$ cat src/rtl/layer_pass_scheduler.sv
// Layer-level tile-loop sequencer: walks row/oc/ic tiles, one pass_start per tile.
// Optional pass watchdog enabled by defining PASS_TIMEOUT_EN.
module layer_pass_scheduler #(
    parameter int unsigned CNT_W       = 16,
    parameter int unsigned TIMEOUT_CYC = 65535
) (
    input  logic             clk,
    input  logic             rst,
    input  logic             layer_start_i,
    input  logic [1:0]       layer_type_i,
    input  logic [CNT_W-1:0] num_row_tile_i,
    input  logic [CNT_W-1:0] num_oc_tile_i,
    input  logic [CNT_W-1:0] num_ic_tile_i,
    input  logic             pass_done_i,
    output logic             pass_start_o,
    output logic [CNT_W-1:0] row_idx_o,
    output logic [CNT_W-1:0] oc_idx_o,
    output logic [CNT_W-1:0] ic_idx_o,
    output logic             first_ic_o,
    output logic             last_ic_o,
    output logic [CNT_W-1:0] pass_cnt_o,
    output logic             busy_o,
    output logic             layer_done_o
`ifdef PASS_TIMEOUT_EN
    ,
    output logic             timeout_err_o
`endif
);

    typedef enum logic [2:0] {IDLE, ISSUE, WAIT, ADVANCE, DONE} state_e;
    typedef enum logic [1:0] {POINTWISE, DEPTHWISE, STANDARD, LINEAR} layer_type_e;

    state_e           state_q, state_d;
    layer_type_e      type_q;
    logic [CNT_W-1:0] row_cnt_q, oc_cnt_q, ic_cnt_q, ic_eff;
    logic [CNT_W-1:0] row_q, oc_q, ic_q, pass_cnt_q;
    logic             start_ok, row_last, oc_last, ic_last, any_zero, timeout;

    assign ic_eff   = (type_q == DEPTHWISE) ? CNT_W'(1) : ic_cnt_q;
    assign ic_last  = (ic_q  == ic_eff    - CNT_W'(1));
    assign oc_last  = (oc_q  == oc_cnt_q  - CNT_W'(1));
    assign row_last = (row_q == row_cnt_q - CNT_W'(1));
    assign any_zero = (row_cnt_q == '0) || (oc_cnt_q == '0) || (ic_eff == '0);
    assign start_ok = (state_q == IDLE) && layer_start_i;

`ifdef PASS_TIMEOUT_EN
    logic [31:0] wd_q;
    logic        err_q;

    assign timeout       = (state_q == WAIT) && !pass_done_i && (wd_q >= TIMEOUT_CYC - 32'd1);
    assign timeout_err_o = err_q;

    always_ff @(posedge clk or posedge rst) begin
        if (rst) begin
            wd_q  <= '0;
            err_q <= 1'b0;
        end else begin
            if (state_q == ISSUE)
                wd_q <= '0;
            else if (state_q == WAIT)
                wd_q <= wd_q + 32'd1;
            if (start_ok)
                err_q <= 1'b0;
            else if (timeout)
                err_q <= 1'b1;
        end
    end
`else
    assign timeout = 1'b0;
`endif

    always_ff @(posedge clk or posedge rst) begin
        if (rst) state_q <= IDLE;
        else     state_q <= state_d;
    end

    // The zero-count check uses the latched counts, so an empty layer
    // passes through ISSUE (with pass_start suppressed) before DONE.
    always_comb begin
        state_d      = state_q;
        pass_start_o = 1'b0;
        layer_done_o = 1'b0;
        case (state_q)
            IDLE:    if (layer_start_i) state_d = ISSUE;
            ISSUE: begin
                pass_start_o = !any_zero;
                state_d      = any_zero ? DONE : WAIT;
            end
            WAIT: begin
                if (pass_done_i)  state_d = ADVANCE;
                else if (timeout) state_d = DONE;
            end
            ADVANCE: state_d = (row_last && oc_last && ic_last) ? DONE : ISSUE;
            DONE: begin
                layer_done_o = 1'b1;
                state_d      = IDLE;
            end
            default: state_d = IDLE;
        endcase
    end

    always_ff @(posedge clk or posedge rst) begin
        if (rst) begin
            type_q     <= POINTWISE;
            row_cnt_q  <= '0;
            oc_cnt_q   <= '0;
            ic_cnt_q   <= '0;
            row_q      <= '0;
            oc_q       <= '0;
            ic_q       <= '0;
            pass_cnt_q <= '0;
        end else begin
            if (start_ok) begin
                type_q     <= layer_type_e'(layer_type_i);
                row_cnt_q  <= num_row_tile_i;
                oc_cnt_q   <= num_oc_tile_i;
                ic_cnt_q   <= num_ic_tile_i;
                row_q      <= '0;
                oc_q       <= '0;
                ic_q       <= '0;
                pass_cnt_q <= '0;
            end
            if (state_q == WAIT && pass_done_i)
                pass_cnt_q <= pass_cnt_q + CNT_W'(1);
            if (state_q == ADVANCE) begin
                if (!ic_last) begin
                    ic_q <= ic_q + CNT_W'(1);
                end else begin
                    ic_q <= '0;
                    if (!oc_last) begin
                        oc_q <= oc_q + CNT_W'(1);
                    end else begin
                        oc_q  <= '0;
                        row_q <= row_q + CNT_W'(1);
                    end
                end
            end
        end
    end

    assign busy_o     = (state_q != IDLE);
    assign first_ic_o = busy_o && (ic_q == '0);
    assign last_ic_o  = busy_o && ic_last;
    assign row_idx_o  = row_q;
    assign oc_idx_o   = oc_q;
    assign ic_idx_o   = ic_q;
    assign pass_cnt_o = pass_cnt_q;

endmodule

$ cat config.mk
export PLATFORM = sky130hd
export DESIGN_NAME = layer_pass_scheduler
export DESIGN_NICKNAME = d
export VERILOG_FILES = /design/src/rtl/layer_pass_scheduler.sv
export SDC_FILE = /design/constraint.sdc
export NUM_CORES = 1
export LEC_CHECK = 0
export CAP_MARGIN = 20
export CORE_AREA = 2 2 178 180
export CTS_CLUSTER_DIAMETER = 100
export CTS_CLUSTER_SIZE = 10
export DETAILED_ROUTE_END_ITERATION = 16
export DIE_AREA = 0 0 180 182
export PLACE_DENSITY = 0.55
export SLEW_MARGIN = 20
export SYNTH_ARGS = -nofsm -noshare
export SYNTH_HDL_FRONTEND = slang
export SYNTH_SLANG_ARGS = --single-unit
$ cat constraint.sdc
create_clock -name clk -period 4.82 [get_ports clk]
set_clock_uncertainty 0.15 [all_clocks]
set_input_delay 1.205 -clock clk [delete_from_list [all_inputs] [get_ports clk]]
set_output_delay 1.205 -clock clk [all_outputs]
set_load 0.02 [all_outputs]
# Yosys cells after proc, flatten, opt, wreduce, memory -nomap -nowiden
# Index checks and enable logic that the tools add are counted.
[word_totals] inputBits=54 output_inout_bits=69 wordCells=64 regBits=117
[classes] n_mux=20 n_addsub=7 reduce_logical=18 n_eq_ne=10
[op_table] operator="$mux W16" count=13
[op_table] operator="$add A16 B1 Y16 const B" count=4
[op_table] operator="$logic_not A16 Y1" count=4
[op_table] operator="$eq A16 B16 Y1" count=3
[op_table] operator="$sub A16 B1 Y16 const B" count=3
[op_table] operator="$mux W3" count=4
[op_table] operator="$pmux W3 S4" count=1
[op_table] operator="$eq A3 B2 Y1 const B" count=2
[op_table] operator="$logic_and A1 B1 Y1" count=6
[op_table] operator="$ne A2 B2 Y1 const B" count=2
[op_table] operator="$reduce_bool A2 Y1" count=2
[op_table] operator="$eq A3 B1 Y1 const B" count=1
[op_table] operator="$eq A3 B3 Y1 const B" count=1
[op_table] operator="$logic_not A3 Y1" count=1
[op_table] operator="$reduce_bool A3 Y1" count=1
[op_table] operator="$eq A2 B1 Y1 const B" count=1
[op_table] operator="$logic_or A1 B1 Y1" count=2
[op_table] operator="$mux W1" count=2
[op_table] operator="$reduce_and A2 Y1" count=1
[op_table] operator="$logic_not A1 Y1" count=1

# Depth between registers and ports, before layout
# Gate-level depths: netlist (run 1).
[depth] word_depth=7 mapped_depth=15 ltp_nobuf=11

# Worst setup path after synthesis (run 1)
# No wires, ideal clock.
[synth_timing] path_kind="flip-flop to output port" from="reg type_q[1]" to="out last_ic_o" path_slack_ns=0.031 required_time_ns=3.465 path_buffers=4 arrival_ns=3.434 path_stages_with_launch=15 cell_sequence="dfrtp_1 > nand2b_1 > clkbuf_1 > buf_1 > nand2_1 > ha_1 > or4b_1 > clkbuf_1 > nor3_1 > xnor2_1 > mux2_2 > and4b_1 > nand4_4 > clkbuf_1 > nor2_1"
[synth_between] elab_chain_cells=5
[synth_lines] item="from (decl)" line_no="34" source="layer_type_e type_q;"
[synth_lines] item="from (signal assigned)" line_no="114" source="type_q <= layer_type_e'(layer_type_i);"
[synth_lines] item="$eq A2 B1 Y1" line_no="39" source="assign ic_eff = (type_q == DEPTHWISE) ? CNT_W'(1) : ic_cnt_q;"
[synth_lines] item="$mux W16" line_no="39"
[synth_lines] item="$sub A16 B1 Y16" line_no="40" source="assign ic_last = (ic_q == ic_eff - CNT_W'(1));"
[synth_lines] item="$eq A16 B16 Y1" line_no="40"
[synth_lines] item="$logic_and A1 B1 Y1" line_no="143" source="assign last_ic_o = busy_o && ic_last;"
[synth_lines] item="to (decl)" line_no="20" source="output logic last_ic_o,"
# Every way passes these cells.

# Worst setup path after layout (run 1)
[layout_timing] from="reg ic_cnt_q[5]" to="out last_ic_o"
[layout_between] elab_chain_cells=4
[layout_lines] item="from (decl)" line_no="35" source="logic [CNT_W-1:0] row_cnt_q, oc_cnt_q, ic_cnt_q, ic_eff;"
[layout_lines] item="from (signal assigned)" line_no="117" source="ic_cnt_q <= num_ic_tile_i;"
[layout_lines] item="$mux W16" line_no="39"
[layout_lines] item="$sub A16 B1 Y16" line_no="40"
[layout_lines] item="$eq A16 B16 Y1" line_no="40"
[layout_lines] item="$logic_and A1 B1 Y1" line_no="143"
# Every way passes these cells.

==> results of run 1 <==
==> worst min-delay path by stage <==
stage / depth (start not counted) / slack (ns) / startpoint / endpoint
final: 1 / 0.36 / pass_cnt_o[13] / pass_cnt_o[13]
after floorplan: 1 / 0.34 / ic_cnt_q[8] / ic_cnt_q[8]
after detailed placement: 1 / 0.36 / pass_cnt_o[13] / pass_cnt_o[13]
after global routing: 1 / 0.41 / pass_cnt_o[6] / pass_cnt_o[6]
after global placement: 1 / 0.36 / pass_cnt_o[6] / pass_cnt_o[6]
after CTS: 1 / 0.37 / pass_cnt_o[13] / pass_cnt_o[13]
==> sequential cells by signal, summed over array words and instances, names as in the netlist <==
signal      count
oc_cnt_q       16
ic_cnt_q       16
ic_idx_o       16
row_idx_o      16
row_cnt_q      16
oc_idx_o       16
pass_cnt_o     16
type_q          2
state_q         3
==> worst register-to-register path, cell delays in order, from the launching register on <==
cell     delay [ns]
dfrtp_1        0.45
inv_1          0.10
ha_1           0.33
or4b_4         0.58
nor4b_4        0.28
xnor2_1        0.13
or4_1          0.53
or4_4          0.67
o41ai_2        0.49
nor3b_2        0.23
==> routing by layer <==
| layer | up-vias | track usage [%] |
|---|---|---|
| met2 | 134 | 22.5 |
| li1 | 3269 | - |
| met5 | - | 0 |
| met4 | 2 | 3.84 |
| met3 | 22 | 3.41 |
| met1 | 3311 | 19.2 |
==> repair_timing <==
action                     in CTS  in global routing
cloned                          0                  0
setup endpoints to repair       2                  2
hold endpoints to repair        0                  0
gates resized for setup         5                  4
==> metrics by stage <==
step / power [mW] / std cells
finish: 6.17 / 1353
global route: 6.62 / 1352
CTS: 6.23 / 1352
detailed placement: 4.73 / 1320
global placement: 4.69 / 1320
floorplan: 3.80 / 834
==> power groups by stage <==
stage | registers, mW | clock network, mW | logic (mW)
4_1_cts | 1.94 | 1.48 | 2.81
6_report | 1.94 | 1.44 | 2.79
2_1_floorplan | 1.80 | 0 | 1.99
5_1_grt | 2.01 | 1.52 | 3.09
3_3_place_gp | 1.93 | 0 | 2.76
3_5_place_dp | 1.95 | 0 | 2.79
==> placed cells by master, fill, tap and decap left out, types with 4 or more instances in the layout <==
cell type and n:
clkbuf_16 17, bufinv_16 5, o21ai_0 47, ha_1 8, nand4_1 11, buf_4 11, nor2_1 42, o211ai_1 5
nand2b_1 22, nand2_1 63, nand3b_1 5, nor4_1 26, a31oi_1 20, clkdlybuf4s50_1 120, nor2b_1 4, a2111oi_1 9
or2_2 7, nor3_1 23, a2111oi_0 4, or4_1 15, a21oi_1 13, o22ai_1 4, and3_1 19, xor2_1 21
dfrtp_1 117, inv_1 30, nand3_1 40, a21o_1 13, o31ai_1 7, o21ai_1 13, and2_1 5, xnor2_1 54
or3_1 18, mux2i_1 15, o31a_1 5, mux2_2 45
==> logic make-up after synthesis <==
logic type,count (synthesis),share of synthesized area (%)
flip-flops,117,38.5
AO/OA/AOI/OAI,167,14.7
AND/OR/NAND/NOR,325,23.9
adder cells (fa/ha/maj),8,1.32
buffers and inverters,82,4.37
multiplexers,60,8.63
XOR/XNOR,75,8.63
==> final cells by class <==
type / count / area (um^2) / share of cell area (%)
antenna: 1 / 2.50 / 0.0252
clock buffer: 21 / 460 / 4.64
clock inverter: 11 / 198 / 1.99
inverter: 31 / 119 / 1.20
multi-input combinational: 635 / 4370 / 44.0
sequential: 117 / 2930 / 29.5
tap: 402 / 503 / 5.07
timing repair buffer: 135 / 1340 / 13.5
==> impl_metrics.tcl, run 1 <==
set metrics [dict create \
    fp.coreArea_mm2 0.0310 \
    hpwlAfterDp_um 16800 \
    clk_latency_ns 0.41 \
    p_seq_share_pct 31.4 \
    crit_fanout 11 \
    slew_viol_final 0 \
    startpoint "ic_cnt_q[5]" \
    seq_area_frac_synth_pct 38.5 \
    worst_pin_slew_ns 0.991 \
    drt_pass1_iterations 5 \
    critical_path_buf_inv_count 1 \
    max_stage_delay_ns 0.64 \
    htreeDepth 4 \
    finalInstanceArea_mm2 0.00992 \
    grt_max_degree 73 \
    overflow 0 \
    path_cells "or4_4 > or4_1 > a21oi_1 > xnor2_1 > and4b_1 > nand4_4 > nor2_1 > clkdlybuf4s15_1" \
    areaGrowthSynthToFinish_pct 30.3 \
    syn-num-nets 896 \
    hold_viol 0 \
    die_w_um 180 \
    grt_pass1_wl_um 37200 \
    dpl_cell_area_mm2 0.00924 \
    switching_share_pct 41.9 \
    numPortBuffers 122 \
    crit_required_ns 3.46 \
    rrSetupSlack_ns 0.80 \
    endpoint_kind "output port" \
    final_util_pct 32.0 \
    grt_usage_pct 14.2 \
    fin_nets 999 \
    wl_met2_um 10800 \
    fin_crit_sh_pct 95.8 \
    cp-endpoint "last_ic_o" \
    period_needed_ns 4.62 \
    cp-start-kind "flip-flop" \
    die_y_um 182 \
    synthArstFlopShare_pct 100 \
    slowest_stage "or4_4" \
    synth_area_mm2 0.00761 \
    drive_above_1_share_pct 12.0 \
    drc 0 \
    path_clk_slew_ns 0.06 \
    drv_cap 0 \
    cts-root-buf "clkbuf_16" \
    hp-class "reg -> reg" \
    max_slew_margin_pct 33.7 \
    rsz0062_at_grt "false" \
    fin_tns_setup_ns 0 \
    fill_cells 3157 \
    cts_tree "built" \
    synth.ff_latch_count 117 \
    switching_power_mw 2.58 \
    dp_slack_ns 0.211 \
    cts_buffer_depth 2 \
    path_class "reg -> out" \
    syn_avg_cell_area_um2 9.12 \
    wire_per_inst_um 17.0 \
    wl_met1_um 10900 \
    crit_cells 8 \
    ant_nets 0 \
    cellLeakagePower_nw 3.77 \
    postCtsHoldBufs 0 \
    gp_congestion 0.826 \
    yosysMostFrequentCell "dfrtp_1" \
    clkPwrFrac_pct 23.3 \
    cts_setup_buffers 0 \
    max_freq_mhz 217 \
    maxUsedRoutingLayer "met5" \
    die-area_mm2 0.0328 \
    post_drt_via_cell_ratio 4.98 \
    timing.rr.start "oc_cnt_q[0]" \
    rows 65 \
    synth_edf_count 0 \
    num_vias 6738 \
    initial_core_util_pct 24.6 \
    io_pins 123 \
    p_int_mw 3.59 \
    power.density_mw_per_mm2 622 \
    synth_cell_types 71 \
    synth_top_area_cell "dfrtp_1" \
    rr_worst_depth 9 \
    critical-path-top-delay-family "simple AND/OR/NAND/NOR gates" \
    ys_warn_count 0 \
    drt_wl_total_um 23000 \
    cts_buffers 17 \
    cts.sinks 117 \
    status "finished, final reports clean" \
    setup_viol 0 \
    synth_area_leaders "dfrtp_1, mux2_2, xnor2_1" \
    critPathArrivalTime_ns 3.26 \
    dr_wl_met3_um 971 \
    syn_inst 834 \
    yosys.area.top_type_share_pct 38.5 \
    grt_pass1_vias 6422 \
    pwr-share-comb_pct 45.3 \
    setup_ws_ns 0.205 \
    antenna_found_initial 2 \
    synth_common_cells "dfrtp_1, nand2_1, xnor2_1" \
    vdd_drop_max_v 0.000232 \
    reg2reg_to "state_q[2]" \
    synth_ff_type "dfrtp_1" \
    holdWs_ns 0.364 \
    drt_iter0_markers 381 \
]
No activity file was read; power rests on OpenSTA's default activity.
==> run 2, diff against run 1 <==
CAP_MARGIN = default   (was 20)
CTS_CLUSTER_DIAMETER = 150   (was 100)
==> results of run 2 <==
Same layout as run 1: the final DEF is identical, and so are final timing and power.
